**config.mk**
```make
export PLATFORM = sky130hd
export DESIGN_NAME = data_mem_responder
export DESIGN_NICKNAME = d
export VERILOG_FILES = /design/src/rtl/data_mem_responder_pkg.sv /design/src/rtl/data_mem_responder_formatter.sv /design/src/rtl/data_mem_responder.sv
export SDC_FILE = /design/constraint.sdc
export NUM_CORES = 2
export LEC_CHECK = 0
export ABC_AREA = 0
export CAP_MARGIN = 20
export CORE_MARGIN = 1.5
export CORE_UTILIZATION = 35
export CTS_CLUSTER_DIAMETER = 60
export CTS_CLUSTER_SIZE = 24
export DETAILED_ROUTE_END_ITERATION = 16
export PLACE_DENSITY = 0.48
export SLEW_MARGIN = 20
export SYNTH_ARGS = -nofsm -noshare
export SYNTH_HDL_FRONTEND = slang
export SYNTH_SLANG_ARGS = --single-unit
```
**constraint.sdc**
```tcl
create_clock -name clk -period 9.2 [get_ports clk]
set_input_delay 1.84 -clock clk [delete_from_list [all_inputs] [get_ports clk]]
set_output_delay 1.84 -clock clk [all_outputs]
set_load 0.02 [all_outputs]
```
**src/rtl/data_mem_responder_pkg.sv**
```systemverilog
// rtl/data_mem_responder_pkg.sv - shared encodings and memory map defaults for the data memory responder
package data_mem_responder_pkg;

    localparam logic [2:0] F3_B  = 3'b000;
    localparam logic [2:0] F3_H  = 3'b001;
    localparam logic [2:0] F3_W  = 3'b010;
    localparam logic [2:0] F3_BU = 3'b100;
    localparam logic [2:0] F3_HU = 3'b101;

    localparam logic [31:0] DEFAULT_DATA_BASE = 32'h1001_0000;
    localparam logic [31:0] DEFAULT_IO_BASE   = 32'h1001_0100;

    typedef enum logic [1:0] {
        IDLE   = 2'd0,
        ACCESS = 2'd1,
        RESP   = 2'd2
    } state_t;

endpackage

```
**src/rtl/data_mem_responder_formatter.sv**
```systemverilog
// rtl/data_mem_responder_formatter.sv - combinational store lane steering, load extraction and alignment check
module load_store_formatter
    import data_mem_responder_pkg::*;
(
    input  logic [2:0]  funct3,
    input  logic [1:0]  addr_lo,
    input  logic [31:0] wdata,
    input  logic [31:0] rword,
    output logic [3:0]  wbe,
    output logic [31:0] wdata_rep,
    output logic [31:0] load_val,
    output logic        misalign
);

    logic [7:0]  byte_sel;
    logic [15:0] half_sel;

    always_comb begin
        byte_sel  = rword[{addr_lo, 3'b000} +: 8];
        half_sel  = addr_lo[1] ? rword[31:16] : rword[15:0];
        wbe       = 4'b0000;
        wdata_rep = wdata;
        load_val  = 32'h0;
        misalign  = 1'b0;
        case (funct3)
            F3_B, F3_BU: begin
                wbe       = 4'b0001 << addr_lo;
                wdata_rep = {4{wdata[7:0]}};
                load_val  = funct3[2] ? {24'h0, byte_sel} : {{24{byte_sel[7]}}, byte_sel};
            end
            F3_H, F3_HU: begin
                misalign  = addr_lo[0];
                wbe       = addr_lo[1] ? 4'b1100 : 4'b0011;
                wdata_rep = {2{wdata[15:0]}};
                load_val  = funct3[2] ? {16'h0, half_sel} : {{16{half_sel[15]}}, half_sel};
            end
            F3_W: begin
                misalign = |addr_lo;
                wbe      = 4'b1111;
                load_val = rword;
            end
            default: ;
        endcase
    end

endmodule

```
**src/rtl/data_mem_responder.sv**
```systemverilog
// rtl/data_mem_responder.sv - memory-side responder: request FSM, address decode, word RAM and GPIO registers
module data_mem_responder
    import data_mem_responder_pkg::*;
#(
    parameter logic [31:0] DATA_BASE  = DEFAULT_DATA_BASE,
    parameter int          DEPTH      = 64,
    parameter logic [31:0] IO_BASE    = DEFAULT_IO_BASE,
    parameter int          GPIO_WIDTH = 8
) (
    input  logic                  clk,
    input  logic                  rst,
    input  logic                  MemRead,
    input  logic                  MemWrite,
    input  logic [2:0]            Funct3,
    input  logic [31:0]           Address,
    input  logic [31:0]           WriteData,
    output logic [31:0]           ReadData,
    output logic                  Ready,
    output logic                  Fault,
    input  logic [GPIO_WIDTH-1:0] GPIO_In,
    output logic [GPIO_WIDTH-1:0] GPIO_Out
);

    localparam int          IDX_W     = $clog2(DEPTH);
    localparam logic [31:0] RAM_BYTES = 32'(4 * DEPTH);

    state_t                state;
    logic                  phase;
    logic [31:0]           req_addr;
    logic [31:0]           req_wdata;
    logic [2:0]            req_f3;
    logic                  req_rd;
    logic                  req_wr;
    logic [31:0]           rword_q;
    logic [GPIO_WIDTH-1:0] gpio_meta;
    logic [GPIO_WIDTH-1:0] gpio_sync;
    logic [31:0]           mem [DEPTH];

    logic [31:0]           ram_off;
    logic [31:0]           io_off;
    logic                  in_ram;
    logic                  in_io;
    logic                  io_in_sel;
    logic                  f3_ok;
    logic                  misalign;
    logic                  bad;
    logic                  ram_we;
    logic [IDX_W-1:0]      idx;
    logic [3:0]            wbe;
    logic [31:0]           wdata_rep;
    logic [31:0]           load_val;

    // Subtract-then-compare keeps each region check a single unsigned compare, immune to wrap.
    assign ram_off   = req_addr - DATA_BASE;
    assign io_off    = req_addr - IO_BASE;
    assign in_ram    = ram_off < RAM_BYTES;
    assign in_io     = io_off < 32'd8;
    assign io_in_sel = io_off[2];
    assign idx       = ram_off[IDX_W+1:2];
    assign f3_ok     = req_f3 inside {F3_B, F3_H, F3_W, F3_BU, F3_HU};

    assign bad = (req_rd & req_wr) | ~f3_ok | (req_wr & req_f3[2]) | misalign
               | ~(in_ram | in_io)
               | (in_io & (req_f3 != F3_W))
               | (in_io & req_wr & io_in_sel);

    assign ram_we = (state == ACCESS) & phase & ~bad & in_ram & ~in_io & req_wr;

    load_store_formatter u_fmt (
        .funct3    (req_f3),
        .addr_lo   (req_addr[1:0]),
        .wdata     (req_wdata),
        .rword     (rword_q),
        .wbe       (wbe),
        .wdata_rep (wdata_rep),
        .load_val  (load_val),
        .misalign  (misalign)
    );

    // Synchronous-read RAM: the first ACCESS cycle fetches the word, the second merges lanes and commits.
    always_ff @(posedge clk) begin
        if (state == ACCESS && !phase)
            rword_q <= mem[idx];
        if (ram_we) begin
            for (int i = 0; i < 4; i++)
                if (wbe[i])
                    mem[idx][8*i +: 8] <= wdata_rep[8*i +: 8];
        end
    end

    always_ff @(posedge clk or negedge rst) begin
        if (!rst) begin
            state     <= IDLE;
            phase     <= 1'b0;
            req_addr  <= 32'h0;
            req_wdata <= 32'h0;
            req_f3    <= 3'b000;
            req_rd    <= 1'b0;
            req_wr    <= 1'b0;
            Ready     <= 1'b0;
            Fault     <= 1'b0;
            ReadData  <= 32'h0;
            GPIO_Out  <= '0;
            gpio_meta <= '0;
            gpio_sync <= '0;
        end else begin
            gpio_meta <= GPIO_In;
            gpio_sync <= gpio_meta;
            case (state)
                IDLE: begin
                    Ready <= 1'b0;
                    if (MemRead | MemWrite) begin
                        req_addr  <= Address;
                        req_wdata <= WriteData;
                        req_f3    <= Funct3;
                        req_rd    <= MemRead;
                        req_wr    <= MemWrite;
                        phase     <= 1'b0;
                        state     <= ACCESS;
                    end
                end
                ACCESS: begin
                    if (!phase) begin
                        phase <= 1'b1;
                    end else begin
                        state    <= RESP;
                        Ready    <= 1'b1;
                        Fault    <= bad;
                        ReadData <= 32'h0;
                        if (!bad) begin
                            if (in_io) begin
                                if (req_wr)
                                    GPIO_Out <= req_wdata[GPIO_WIDTH-1:0];
                                else if (io_in_sel)
                                    ReadData <= {{(32-GPIO_WIDTH){1'b0}}, gpio_sync};
                                else
                                    ReadData <= {{(32-GPIO_WIDTH){1'b0}}, GPIO_Out};
                            end else if (req_rd) begin
                                ReadData <= load_val;
                            end
                        end
                    end
                end
                RESP: begin
                    Ready    <= 1'b0;
                    Fault    <= 1'b0;
                    ReadData <= 32'h0;
                    state    <= IDLE;
                end
                default: state <= IDLE;
            endcase
        end
    end

endmodule
```
==> reports/metrics.yaml <==
max_freq_mhz: 176
place.gp.congestion: 0.861
grt_pass1_vias: 48345
synth_warnings: 0
dieArea_um2: 241000
dp_hpwl_um: 168000
syn_nets: 5005
p_per_area_nw_per_um2: 338
arrival_ns: 6.14
dr.first_iter.drc_count: 6746
switching_share: 0.400
tightest_slew_ns: 1.17
viasPerCell: 6.08
grt_overflow_total: 0
cpPeakStageDelay_ns: 0.93
p_clk_frac: 0.227
ir_drop_mv: 0.401
synth_cells: 4926
fin_worst_skew_ns: 0.0317
synth-seq-area-share: 0.788
hold_class: "flip-flop to flip-flop"
maxSlewHeadroom: 0.212
grt_pass1_wl_um: 389000
grt_max_degree: 138
numClockSinks: 2210
yosys.area.top_type_share: 0.749
slowest_stage: "nor3_1"
die_x_um: 491
wire_per_inst_um: 34.1
initial_utilization: 0.353
min_path_cells: 0
drv_cap: 0
yosysTopAreaCell: "edfxtp_1"
clk_pin_slew_ns: 0.08
intPower_w: 0.0192
crit_buf_inv: 4
ant_nets: 0
crit_family: "simple AND/OR/NAND/NOR gates"
synthDistinctLibCells: 57
cp.required_ns: 9.66
tritoncts: "yes"
syn2layout_area_growth_pct: 13.4
path_class: "flip-flop to flip-flop"
crit_cells: 10
switchingPower_w: 0.0128
syn_area_per_cell_um2: 16.9
synth_edf_count: 2080
drc: 0
reg2regPathDepth: 10
synth-seq-cells: 2210
drive_above_1_share: 0.145
cts_hold_buf: 0
track_usage: 0.225
final.min_clock_period_ns: 5.68
top_level_ports: 121
critPathCaptureType: "flip-flop"
core-area_um2: 236000
vias: 49660
comb_power_share: 0.336
leakage_nw: 27.4
path_common_cell: "buf_4"
cts_inserted_buffers: 147
crit_chain: "nor3_2 -> buf_4 -> nand4_1 -> nor3_1 -> nor4b_1 -> a32oi_4 -> buf_12 -> buf_4 -> buf_4 -> nor3_1"
cts_setup_buffers: 0
rsz0062_at_grt: "no"
die_h_um: 491
wl_um: 278000
dr.pass1.iters: 8
setup_viol: 0
synthTopCellsByArea: "edfxtp_1 (75%), a22oi_1 (6.2%), dfrtp_1 (3.9%)"
h-tree-depth: 4
final-instance-count-excl-fill: 8170
final_nets: 4979
io_buffers: 120
ys.flop_type: "edfxtp_1"
fillCellCount: 21169
p_seq_frac: 0.437
crit_path_max_fanout: 31
placementRows: 178
cts_buffer_depth: 3
fin_crit_sh: 0.618
dp.cells: 7889
worst_setup_path_start_kind: "flip-flop"
fin_tns_setup_ns: 0
synthesis.area_um2: 83300
root_buffer: "clkbuf_16"
clk_latency_ns: 0.85
slew_violations: 0
antenna_found_initial: 13
status: "finished, final reports clean"
async_flop_share: 0.0588
hold_viol: 0
postCtsResizedCells: 0
==> stage by stage <==
step / util / power (W) / hold slack [ns] / instance area [µm²] / setup slack, ns
after global placement: 0.377 / 0.0250 / 0.341 / 89000 / 3.72
after global routing: 0.400 / 0.0327 / 0.341 / 94500 / 3.26
final: 0.400 / 0.0319 / 0.335 / 94500 / 3.52
after CTS: 0.399 / 0.0320 / 0.332 / 94100 / 3.53
after detailed placement: 0.377 / 0.0249 / 0.335 / 89000 / 3.55
after floorplan: - / 0.0189 / 0.331 / 83300 / 4.70
==> worst paths after layout <==
path / from / slack [ns] / endpoint
worst max-delay path: req_addr[7] / 3.52 / mem[45][29]
worst min-delay path: gpio_meta[0] / 0.33 / gpio_sync[0]
worst max register to register: req_addr[7] / 3.52 / mem[45][29]
worst min register to register: gpio_meta[0] / 0.33 / gpio_sync[0]
max in group asynchronous: rst / 6.76 / req_wdata[2]
min in group asynchronous: rst / 1.07 / gpio_meta[5]
==> layer usage <==
| layer | wire (µm) | up-vias | global-route usage |
|---|---|---|---|
| met5 | 72 | - | 0 |
| met4 | 7760 | 10 | 0.0608 |
| met3 | 21900 | 361 | 0.0372 |
| met2 | 130000 | 2528 | 0.353 |
| met1 | 119000 | 26115 | 0.323 |
| li1 | - | 20646 | - |
==> cells in the mapped netlist, types with 3 or more instances <==
master and n:
edfxtp_1 2080, a22oi_1 686, clkbuf_1 328, nand4_1 205
a221oi_1 179, a22o_1 172, nor4_1 143, a31oi_1 141
a21oi_1 137, nor3_1 137, dfrtp_1 130, nand3_1 124
mux2_2 95, nand2_1 70, buf_1 56, nor2_1 42
buf_2 40, o21ai_0 28, mux2i_1 21, o21ai_1 13
o31ai_1 9, or2_2 9, a222oi_1 7, o21a_1 7
inv_1 6, nor3b_1 6, a41oi_1 5, and2_1 5
and3_1 5, nor4b_1 4, a21o_1 3, nand2b_1 3
==> power by group through the flow <==
stage	Clock, W	Sequential, W	Combinational, W
4_1_cts	0.00733	0.0139	0.0107
5_1_grt	0.00765	0.0140	0.0111
6_report	0.00723	0.0139	0.0107
2_1_floorplan	0	0.0141	0.00488
3_3_place_gp	0	0.0142	0.0108
3_5_place_dp	0	0.0142	0.0107
==> cell usage in the layout (no fill, tap or decap), types with 8 or more instances in the layout <==
cell type        instances
edfxtp_1              2080
a22oi_1                686
nand4_1                205
a221oi_1               179
a22o_1                 172
clkbuf_16              155
a31oi_1                141
a21oi_1                133
nor4_2                 128
nand3_1                123
dfrtp_1                121
clkdlybuf4s50_1        119
buf_4                  104
mux2_2                  86
nor3_1                  70
nand2_1                 68
nor3_2                  67
nor2_1                  38
mux2i_1                 21
o21ai_0                 20
inv_6                   19
clkinv_8                15
nor4_1                  14
o21ai_1                 13
clkinvlp_4              13
buf_12                  12
inv_8                   11
clkbuf_1                10
clkinv_2                10
mux2_4                   9
or2_2                    9
o31ai_1                  9
clkinv_4                 9
bufinv_16                9
dfrtp_2                  9
o21ai_4                  8
clkinv_1                 8
buf_2                    8
==> registers in the layout, indices dropped and copies added, names as in the netlist, 2 cells and up <==
register and flops:
gpio_meta 8, req_addr 32, req_wdata 32, state 2, ReadData 32, GPIO_Out 8
rword_q 32, gpio_sync 8, mem 2048, req_f3 3
==> cells by family after synthesis <==
| group | after synthesis | share of synthesized area |
|---|---|---|
| mux | 118 | 0.0158 |
| flops | 2210 | 0.788 |
| xor+xnor | 3 | 0.000315 |
| simple gates | 766 | 0.0511 |
| compound gates | 1399 | 0.124 |
| buf+inv | 430 | 0.0200 |
==> area by class of cell <==
class,instances,area [µm²],area share
timing repair buffer,249,2290,0.0242
tap,3150,3940,0.0417
antenna,2,5.00,0.0000530
sequential,2210,65700,0.696
inverter,6,22.5,0.000238
clock buffer,165,3920,0.0414
clock inverter,102,1200,0.0127
multi-input combinational,2286,17400,0.184
(Power assumes the default switching activity.)
